--- src/rtl/sc_mac_pkg.sv ---
// Shared types and helpers for the stochastic-computing MAC datapath.
package sc_mac_pkg;

    typedef enum logic [1:0] {
        MODE_OR  = 2'd0,
        MODE_MUX = 2'd1,
        MODE_CNT = 2'd2
    } mac_mode_e;

    typedef enum logic [1:0] {
        S_IDLE,
        S_RUN,
        S_DONE
    } mac_state_e;

    localparam int unsigned MAX_WIDTH = 32;

    // Reverse the low w bits of v; bits at and above w come back as zero.
    function automatic logic [MAX_WIDTH-1:0] bitrev(input logic [MAX_WIDTH-1:0] v,
                                                    input int unsigned w);
        logic [MAX_WIDTH-1:0] r;
        r = '0;
        for (int unsigned i = 0; i < MAX_WIDTH; i++) begin
            if (i < w) r[i] = v[w-1-i];
        end
        return r;
    endfunction

endpackage

--- src/rtl/sc_popcount.sv ---
// Combinational ones-count over an N-bit lane vector.
module sc_popcount #(
    parameter int unsigned N     = 16,
    parameter int unsigned OUT_W = $clog2(N) + 1
) (
    input  logic [N-1:0]     bits,
    output logic [OUT_W-1:0] count
);

    always_comb begin
        count = '0;
        for (int unsigned i = 0; i < N; i++) begin
            count = count + OUT_W'(bits[i]);
        end
    end

endmodule

--- src/rtl/gain_mac_uni_param.sv ---
// Parametrised unipolar stochastic MAC: per-lane AND multiply of low-discrepancy
// streams, run-time selected reduction, accumulated over one full stream period.
module gain_mac_uni_param
    import sc_mac_pkg::*;
#(
    parameter int unsigned  LANES = 16,
    parameter int unsigned  WIDTH = 8,
    localparam int unsigned ACC_W = WIDTH + $clog2(LANES) + 1
) (
    input  logic                        clk,
    input  logic                        rst_n,
    input  logic                        start,
    input  logic [1:0]                  mode,
    input  logic [LANES-1:0][WIDTH-1:0] iA,
    input  logic [LANES-1:0][WIDTH-1:0] iB,
    output logic                        busy,
    output logic                        oC,
    output logic                        oC_valid,
    output logic [ACC_W-1:0]            res,
    output logic                        res_valid,
    input  logic                        res_ready
);

    localparam int unsigned SEL_W = $clog2(LANES);
    localparam int unsigned CNT_W = $clog2(LANES) + 1;

    mac_state_e                  state;
    mac_mode_e                   modeQ;
    logic [WIDTH-1:0]            cnt;
    logic [ACC_W-1:0]            acc;
    logic [LANES-1:0][WIDTH-1:0] opA;
    logic [LANES-1:0][WIDTH-1:0] opB;
    logic                        resValidQ;

    logic [WIDTH-1:0] rngA;
    logic [LANES-1:0] prod;
    logic [CNT_W-1:0] popCount;
    logic             redBit;
    logic [ACC_W-1:0] addend;

    always_comb begin
        rngA = WIDTH'(bitrev(MAX_WIDTH'(cnt), WIDTH));
        prod = '0;
        for (int unsigned i = 0; i < LANES; i++) begin
            prod[i] = (opA[i] > rngA) && (opB[i] > cnt);
        end
    end

    sc_popcount #(
        .N     (LANES),
        .OUT_W (CNT_W)
    ) popcountInst (
        .bits  (prod),
        .count (popCount)
    );

    always_comb begin
        redBit = (modeQ == MODE_MUX) ? prod[cnt[SEL_W-1:0]] : |prod;
        addend = (modeQ == MODE_CNT) ? ACC_W'(popCount) : ACC_W'(redBit);
    end

    always_ff @(posedge clk) begin
        if (rst_n) begin
            state     <= S_IDLE;
            modeQ     <= MODE_OR;
            cnt       <= '0;
            acc       <= '0;
            opA       <= '0;
            opB       <= '0;
            resValidQ <= 1'b0;
        end else begin
            case (state)
                S_IDLE: begin
                    if (start) begin
                        opA <= iA;
                        opB <= iB;
                        case (mode)
                            2'd0:    modeQ <= MODE_OR;
                            2'd1:    modeQ <= MODE_MUX;
                            default: modeQ <= MODE_CNT;
                        endcase
                        cnt   <= '0;
                        acc   <= '0;
                        state <= S_RUN;
                    end
                end
                S_RUN: begin
                    acc <= acc + addend;
                    cnt <= cnt + 1'b1;
                    if (cnt == '1) begin
                        state     <= S_DONE;
                        resValidQ <= 1'b1;
                    end
                end
                S_DONE: begin
                    if (res_ready) begin
                        state     <= S_IDLE;
                        resValidQ <= 1'b0;
                    end
                end
                default: state <= S_IDLE;
            endcase
        end
    end

    assign oC        = (state == S_RUN) && redBit;
    assign oC_valid  = (state == S_RUN);
    assign busy      = (state != S_IDLE) && !resValidQ;
    assign res       = acc;
    assign res_valid = resValidQ;

endmodule
--- config.mk ---
export PLATFORM = sky130hd
export DESIGN_NAME = gain_mac_uni_param
export DESIGN_NICKNAME = d
export VERILOG_FILES = /design/src/rtl/sc_mac_pkg.sv /design/src/rtl/sc_popcount.sv /design/src/rtl/gain_mac_uni_param.sv
export SDC_FILE = /design/constraint.sdc
export NUM_CORES = 1
export LEC_CHECK = 0
export BUFFER_PORTS_ARGS = -buffer_cell sky130_fd_sc_hd__buf_2
export CORE_MARGIN = 4
export CORE_UTILIZATION = 57
export CTS_CLUSTER_DIAMETER = 30
export CTS_CLUSTER_SIZE = 28
export DETAILED_ROUTE_END_ITERATION = 8
export PLACE_DENSITY = 0.85
export SLEW_MARGIN = 10
export SYNTH_ARGS = -nofsm -noshare
export SYNTH_HDL_FRONTEND = slang
export SYNTH_SLANG_ARGS = --single-unit
--- constraint.sdc ---
create_clock -name clk -period 9.5 [get_ports clk]
set_clock_uncertainty 0.15 [all_clocks]
set_input_delay 1.9 -clock clk [delete_from_list [all_inputs] [get_ports clk]]
set_output_delay 1.9 -clock clk [all_outputs]
set_load 0.02 [all_outputs]
* Yosys cells after proc, flatten, opt, wreduce, memory -nomap -nowiden
Index checks and enable logic that the tools add are counted.
** Storage, ports and cells
- Bits in writable memories :: 0
- Flip-flop bits (word level) :: 282
- Output and inout port bits :: 17
- Input port bits :: 262
- Bits in read-only memories :: 0
- Memories kept :: 0
- Word-level logic and storage cells :: 141
- Latch bits :: 0
** Operators by class
- Shift-type cells :: 0
- Mux-type cells :: 16
- Magnitude comparators :: 33
- Div/mod/pow operators :: 0
- Reduce and logical (&&, ||, !) cells :: 29
- Add/sub/neg operators :: 17
- Eq/ne operators :: 9
- $mul :: 0
- Bitwise operators :: 0
** Operator list (number)
- 8-bit greater-than comparator :: 32
- 5-bit by 1-bit adder with 5-bit output :: 14
- 13-bit case mux with 2 select lines :: 1
- 1-bit logical AND :: 18
- 8-bit case mux with 2 select lines :: 1
- 16-bit OR reduction :: 1
- 13-bit by 5-bit adder with 13-bit output :: 1
- 13-bit two-way mux :: 1
- 8-bit by 1-bit adder with 8-bit output, second input constant :: 1
- 8-bit == test, second input constant :: 1
- 8-bit two-way mux :: 1
- 2-bit by 1-bit == test with 1-bit output, second input constant :: 3
- 2-bit two-way mux :: 3
- 2-bit case mux with 3 select lines :: 1
- 3-bit AND reduction :: 2
- 2-bit nonzero test :: 3
- 4-bit by 5-bit less-than comparator with 1-bit output, second input constant :: 1
- 5-bit two-way mux :: 1
- 1-bit binary-select mux with 4-bit select :: 1
- 2-bit == test, second input constant :: 2
- 2-bit logical NOT :: 2
- 1-bit two-way mux :: 4
- 2-bit inequality test, second input constant :: 2
- 2-bit case mux with 2 select lines :: 1
- 5 further kinds :: 6

* Logic depth before layout (Yosys ltp)
Gate-level depths: netlist of run 1.
- Depth after elaboration :: 20
- Gate-level depth with buffers :: 32
- Mapped depth without buffers :: 31

* Modules after synthesis
Synthesis of run 1 repeated with hierarchy kept, for this count alone.
** Unflattened totals
- Cells, all modules :: 2027
- Area total of the unflattened synthesis :: 16149.2 um^2
** By module, submodules not included
- gain_mac_uni_param :: cells each 1980, times used 1, area an instance 15741.3 um^2, sequential area each 5645.4 um^2
- sc_popcount :: cells each 47, times used 1, area an instance 407.9 um^2, sequential area each 0.0 um^2

* Worst setup path after synthesis of run 1
No wires, ideal clock.
- Kind :: reg2reg
- Start :: register cnt[0]
- End :: register acc[9], in the netlist res[9]
- Period minus slack after synthesis :: 7432 ps
- Buffers on the path :: 0
- Stages on the path, launching flop included :: 30
- Data required time :: 9285 ps
- Arrival :: 7217 ps
- Library setup time :: 65 ps
- Path slack :: 2068 ps
- Cell sequence :: dfxtp_1 -> inv_1 -> ha_1 -> nand2_1 -> nor2_1 -> a211oi_1 -> nor2b_1 -> a221oi_1 -> and2_1 -> ha_1 -> inv_1 -> fa_1 -> fa_1 -> fa_1 -> inv_1 -> fa_1 -> fa_1 -> inv_1 -> fa_1 -> nor2_1 -> ha_1 -> a21o_1 -> a21oi_1 -> o21bai_1 -> a21oi_1 -> nor2_1 -> and2_1 -> nand4_1 -> mux2_2 -> nor2_1
** On the way
- Cells in the longest elaborated chain, start to end :: 20
- Elaborated cells on any way between the ends :: 70
- Those cells by class :: 16 x add/sub; 32 x order compare; 5 x mux; 17 x reduce/logical
** RTL lines
- start, declared :: RTL line gain_mac_uni_param.sv:29 : logic [WIDTH-1:0] cnt;
- start signal, assigned :: RTL line gain_mac_uni_param.sv:89 : cnt <= cnt + 1'b1;
- 8-bit greater-than comparator :: RTL line gain_mac_uni_param.sv:45 : prod[i] = (opA[i] > rngA) && (opB[i] > cnt);
- 1-bit logical AND :: RTL line gain_mac_uni_param.sv:45
- 1-bit by 1-bit adder with 2-bit output :: RTL line sc_popcount.sv:13 : count = count + OUT_W'(bits[i]);
- 5-bit by 1-bit adder with 5-bit output (14 in series) :: RTL line sc_popcount.sv:13
- 5-bit two-way mux (*) :: RTL line gain_mac_uni_param.sv:59 : addend = (modeQ == MODE_CNT) ? ACC_W'(popCount) : ACC_W'(redBit);
- 13-bit by 5-bit adder with 13-bit output (*) :: RTL line gain_mac_uni_param.sv:88 : acc <= acc + addend;
- 13-bit case mux with 2 select lines (*) :: RTL line gain_mac_uni_param.sv:72 : case (state)
- end signal, assigned :: RTL line gain_mac_uni_param.sv:88
- end, declared :: RTL line gain_mac_uni_param.sv:30 : logic [ACC_W-1:0] acc;
Every way passes the cells marked *; elsewhere a longest branch is shown, timed or not. The select of a mux whose other input is x is not followed.
A chain may end at the register's enable or synchronous reset.

* Final worst setup path of run 1
- Start :: register cnt[2]
- End :: register acc[9], in the netlist res[9]
Same word-level chain as after synthesis.

==> results.md, run 1 <==
* Post-synth top flop: dfxtp_1
* Remaining routing DRC violations at 0
* Minimum setup slack among reg-to-reg paths at 1.47 ns
* Relative slew slack at 0.3022
* Total number of clock tree sinks at 282
* Reg2Reg Capture Point: res[9]
* Via count normalized by instance count at 5.898
* Detail Placement HPWL at 33.99 mm
* Required arrival time at the worst endpoint at 9.84 ns
* First DRT Iteration DRCs at 1,258
* Clock Path Buffers at 3
* CP max stage delay at around 0.7 ns
* Static power due to leakage at 8.719 nW
* Power density over the cells at 237.7 mW/mm²
* Total via count in the routed design at 15,950
* Num CTS Buffers at 59
* Aggregate routed wire length at 49.45 mm
* Worst skew pair latency at 0.56 ns
* Pin slew with the least headroom to its limit at roughly 1.0 ns
* Final weighted congestion in routability-driven placement at around 0.9
* Effective utilization at floorplan at 0.5802
* Worst voltage drop across the vdd grid at 0.1510 mV
* Syn_area_per_cell at 8.001 µm²
* Post-synth net total at 2,562
* Worst-path clk slew at about 0.05 ns
* Post-Syn Area at 0.01616 mm²
* Met2 layer usage reported by global route at 0.5174
* EDFF count, synth at 0
* Cts-stage hold buffer count at 0
* Antenna violations before repair at 1
* Clock root buffer: clkbuf_16
* Layout overhead on the synthesized area at 22.94%
* Post-route minimum period at ~8.0 ns
* Cell at the slowest stage of the critical path: dfxtp_1
* Cells resized by post-CTS repair at 0
* Class of the worst hold path: register to register
* Average wire per cell in the routed design at 18.29 µm
* RSZ-0062 raised after global routing: false
* Post CTS Setup Buffer Count at 0
* Largest fanout on the critical path at 17
* Total power at between 4 and 5 mW
* Share of the synthesized area in the top cell type at 0.3493
* Sink of the worst hold path: opB[112]
* Total negative slack at 0 ns
* Vertical extent of the die at 176.4 µm
* Library cell with the largest summed area after synthesis: dfxtp_1
* Mapped Cells at about 2,000
* Capturing element type of the critical path: register
* GR Util met3 at 0.05396
* Final-layout worst hold slack at 0.3071 ns
* Startpoint Class: register
* Number of placement rows at 61
* Number of pins exceeding their max-slew limit in the final report at 0
* R2R cell count at 29
* Yosys warning total at 0
* Fillers at 2,087
* Vias in the first global route at around 16,000
* Met1 track demand over resource at 0.3728
* Flip-flop and latch count after synthesis at 282
* Crit Path Category: register to register
* TritonCTS clock tree: built
* Footprint of the multi-input gates at 0.009940 mm²
* Critical register-to-register path startpoint: cnt[2]
* Share of post-route cells with drive strength above 1 at 0.1831
* Run status: completed
* Biggest area contributors in the synthesized netlist: dfxtp_1, ha_1, nand2_1
* Max Cap Violations at 0
* Async set or reset register ratio after synthesis at 0
* Distinct cells, synth at 60
* Source of the worst hold timing path: opB[112]
* Count of endpoints failing hold in the final timing report at 0
* Pin count of the biggest net entering global routing at 105
* Cell with the most instances after synthesis: nand2_1
* Nets at 2,819
* Period utilization at 0.8455
* Proportion of synthesized chip area in sequential cells at 0.3493
* Detail Route Antenna Nets at 0
* Die footprint at 0.03111 mm²
* Most used routing layer in global routing: met2
* Number of failing setup endpoints in the final timing report at 0
* Achievable frequency at 124.5 MHz
* Floorplan Core Area at 0.02786 mm²
* Final global-route overflow total at 0
* Clock H-tree levels at 2
* Antenna diode instance count at 0
* Most instantiated cells after synthesis: nand2_1, a21oi_1, dfxtp_1
* Global-route wire length before repair at between 70 and 80 mm
* Arr. time, crit path at between 8 and 9 ns
* Io pins at 279
* Number of I/O port buffers at 278
* Die Width at 176.4 µm
* Global Route Usage Sum at 0.3046
* Area taken by flip-flops and latches at 0.005647 mm²
* Library cell appearing most often on the critical path: fa_1
* Pre-Repair DR Iteration Count at 7
* Number of stages on the worst hold path at 2
-- critical path, delay by kind of cell (launching register included) --
family | cells | cell delay, ns
DFF | 1 | 0.70
buffers and inverters | 4 | 0.48
adders and majority gates | 9 | 3.85
and+or+nand+nor | 8 | 1.16
muxes | 1 | 0.35
AOI/OAI and AO/OA | 7 | 1.23
-- layout by cell type (no fill, tap or decap), types with 5 or more instances in the layout --
master and instances:
o21ai_0 27, dfxtp_1 281, a211oi_1 23, buf_2 277, clkinv_2 11, nand3_1 34, nand2b_1 9, fa_1 11
clkbuf_8 5, and3_1 5, nand4_1 64, clkinvlp_4 7, inv_2 6, o22ai_1 9, o211ai_1 27, nor3_1 21
bufinv_16 8, clkbuf_16 61, a21oi_1 354, nand2_1 551, o21a_1 5, a21o_1 6, ha_1 269, nor2b_1 33
inv_1 54, buf_4 14, clkinv_4 10, nor2_1 63, inv_6 6
-- worst max-delay path by stage --
stage	depth (start not counted)	startpoint	endpoint
finish	29	cnt[2]	res[9]
global route	29	cnt[2]	res[9]
CTS	29	cnt[2]	res[9]
detailed placement	29	cnt[2]	res[9]
global placement	29	cnt[2]	res[9]
floorplan	29	cnt[0]	res[9]
-- logic make-up (layout without fill, tap and decap cells) --
| family | Yosys count | in the layout | synth area share |
|---|---|---|---|
| mux | 4 | 4 | 0.002632 |
| xor+xnor | 4 | 4 | 0.002168 |
| flops | 282 | 282 | 0.3493 |
| buf+inv | 156 | 462 | 0.03638 |
| simple gates | 803 | 803 | 0.2138 |
| fa+ha+maj | 280 | 280 | 0.2219 |
| compound gates | 491 | 491 | 0.1739 |
-- power by group --
part           switching, mW  internal (mW)
clock network          0.696           1.42
logic                  0.744          0.499
registers             0.0739           1.29
-- sequential cells by signal (all words and copies together) (netlist names) --
register	cells
opA	128
opB	128
res	13
cnt	8
modeQ	2
state	2
res_valid	1
-- final cells by class --
class                           instances  area share
Timing Repair Buffer                  292     0.07575
Sequential cell                       282      0.2842
Clock buffer                           68     0.08016
Multi-Input combinational cell       1582      0.5002
Inverter                               60     0.01133
Clock inverter                         42     0.02456
Tap cell                              378     0.02380
-- stage by stage --
stage / util / area, µm² / instances / worst slack, ns
after global routing: 0.7133 / 19870 / 2704 / 1.060
after global placement: 0.6386 / 17790 / 2594 / 1.872
after floorplan: - / 16160 / 2020 / 2.068
after detailed placement: 0.6386 / 17790 / 2594 / 1.677
after CTS: 0.7133 / 19870 / 2704 / 1.578
final: 0.7133 / 19870 / 2704 / 1.467
-- per-layer routing --
metal,vias up,routed length (µm)
li1,7617,-
met1,7438,19840
met2,708,23470
met3,182,3745
met4,2,2381
met5,-,7
(Power assumes the default switching activity.)
==> inputs of run 2 (changes only) <==
Clock period 9.5 ns to 7.84 ns, I/O delays scaled along.
==> run 2 against run 1 <==
First-iteration DRC count decreased by 5.1%. Highest routed layer is now met4. Cell area increased by 0.21%. Setup slack got worse by 1.1 ns. Die area unchanged. Utilization increased by 0.15 points. Clock-buffer cell count decreased by 5. Critical endpoint unchanged. Combinational power increased by 22%. Fmax increased by 7.5%. Via count increased by 0.67%.
==> results.md, run 2 (synthesized netlist as in run 1, its figures left out) <==
* Remaining routing DRC violations at 0
* Detail Placement HPWL at 33.79 mm
* Pre-Repair DR Iteration Count at 6
* Met2 layer usage reported by global route at 0.5192
* Library cell appearing most often on the critical path: fa_1
* Worst skew pair latency at between 0.5 and 0.6 ns
* Layout overhead on the synthesized area at 23.20%
* Reg2Reg Capture Point: res[9]
* Commonest cells after routing, fill and taps aside: nand2_1, a21oi_1, dfxtp_1
* Setup crit start: cnt[1]
* Area taken by flip-flops and latches at 0.005648 mm²
* Num CTS Buffers at 57
* Critical path endpoint: res[9]
* Pin slew with the least headroom to its limit at 1.097 ns
* Relative slew slack at 0.2690
* Number of pins exceeding their max-slew limit in the final report at 0
* Aggregate routed wire length at 49.82 mm
* Capturing element type of the critical path: register
* Global Route Usage Sum at 0.3081
* Setup slack of the critical path after layout at 0.3682 ns
* Die Width at 176.4 µm
* Clock H-tree levels at 2
* Largest fanout on the critical path at 28
* Number of placement rows at slightly above 60
* Max Cap Violations at 0
* Met1 track demand over resource at 0.3804
* Post-route minimum period at 7.472 ns
* Clock root buffer: clkbuf_16
* Total number of clock tree sinks at around 280
* Nets at roughly 2,800
* Crit Path Category: register to register
* Most used routing layer in global routing: met2
* Vias in the first global route at 16,050
* Final weighted congestion in routability-driven placement at approximately 0.92
* Achievable frequency at ~130 MHz
* Period utilization at 0.9530
* Footprint of the multi-input gates at 0.009940 mm²
* Number of I/O port buffers at 278
* GR Util met3 at 0.05182
* Final global-route overflow total at 0
* Floorplan Core Area at 0.02786 mm²
* Power density over the cells at 287.0 mW/mm²
* Via count normalized by instance count at 5.928
* Final-layout worst hold slack at between 0.3 and 0.4 ns
* Number of buffer and inverter stages on the critical path at 5
* Io pins at approximately 280
* Class of the worst hold path: register to register
* Critical register-to-register path startpoint: cnt[1]
* Clock Path Buffers at 3
* Number of failing setup endpoints in the final timing report at 0
* Vertical extent of the die at 176.4 µm
* Arr. time, crit path at 7.82 ns
* R2R cell count at 28
* Worst voltage drop across the vdd grid at 0.1882 mV
* Cell Area, Placed at between 0.015 and 0.02 mm²
* Category of cells accounting for the largest share of critical-path delay: adder cells
* Total via count in the routed design at 16,050
* First DRT Iteration DRCs at around 1,200
* Total negative slack at 0 ns
* Required arrival time at the worst endpoint at 8.19 ns
* Startpoint Class: register
* Static power due to leakage at 8.745 nW
* Detail Route Antenna Nets at 0
* TritonCTS clock tree: built
* Final non-filler cell area at 0.01991 mm²
* Most common library cell in the layout ignoring fill and taps: nand2_1
* Die footprint at 0.03111 mm²
* Global-route wire length before repair at 78.40 mm
* Pin count of the biggest net entering global routing at between 100 and 150
* RSZ-0062 raised after global routing: false
* Crit path depth at 28
* Count of endpoints failing hold in the final timing report at 0
* Post-placement worst setup slack at ~0.30 ns
* Effective utilization at floorplan at 0.5802
* Average wire per cell in the routed design at ~18 µm
* Run status: completed
* Minimum setup slack among reg-to-reg paths at approximately 0.37 ns
* Cell at the slowest stage of the critical path: fa_1
* CP max stage delay at 0.53 ns
* Worst-path clk slew at 0.05 ns
* Antenna violations before repair at 0
* Share of post-route cells with drive strength above 1 at 0.1854
* Antenna diode instance count at 0
* Fillers at 2,050
==> run 2: worst min path at each step <==
stage,start,endpoint,slack [ns],depth (start not counted)
after detailed placement,opA[96],opA[96],0.30,2
after global routing,opA[121],opA[121],0.32,2
after floorplan,opA[0],opA[0],0.29,2
after global placement,opA[64],opA[64],0.29,2
final,opB[96],opB[96],0.30,2
after CTS,opA[96],opA[96],0.30,2
==> run 2: what timing repair did <==
action,CTS,global route
endpoints found under the hold margin,0,0
setup buffers,0,0
resized for setup,0,1
endpoints found under the setup margin,0,3
hold buffers,0,0
==> run 2: cell type report <==
type / instances / share of cell area
sequential: 282 / 0.2836
inverter: 60 / 0.01131
clock inverter: 44 / 0.02853
timing repair buffer: 299 / 0.07886
clock buffer: 63 / 0.07477
multi-input combinational: 1582 / 0.4992
tap: 378 / 0.02375
==> run 2: routing by layer <==
metal	part of all wire	vias to the layer above	wire [µm]
met2	0.47	809	23480
met4	0.051	0	2555
met5	0	-	0
met3	0.080	184	3989
met1	0.40	7435	19800
li1	-	7626	-
==> run 2: worst register-to-register path, delay by kind of cell (launching register included) <==
family / cells / cell delay, ns
flops: 1 / 0.39
mux: 1 / 0.34
fa+ha+maj: 8 / 3.41
simple gates: 7 / 0.98
buf+inv: 5 / 0.93
compound gates: 7 / 1.23
==> run 2: power by group <==
group | internal (mW) | total, mW | switching (mW)
Combinational | 0.609 | 1.51 | 0.897
Sequential | 1.56 | 1.65 | 0.0886
Clock | 1.71 | 2.56 | 0.847
Total | 3.88 | 5.71 | 1.83
==> run 2: per-stage QoR <==
stage,power (mW),std cells,utilization
2_1_floorplan,2.714,2020,-
3_3_place_gp,3.060,2601,0.6409
3_5_place_dp,3.137,2601,0.6409
4_1_cts,5.712,2708,0.7148
5_1_grt,6.015,2708,0.7148
6_report,5.715,2708,0.7148
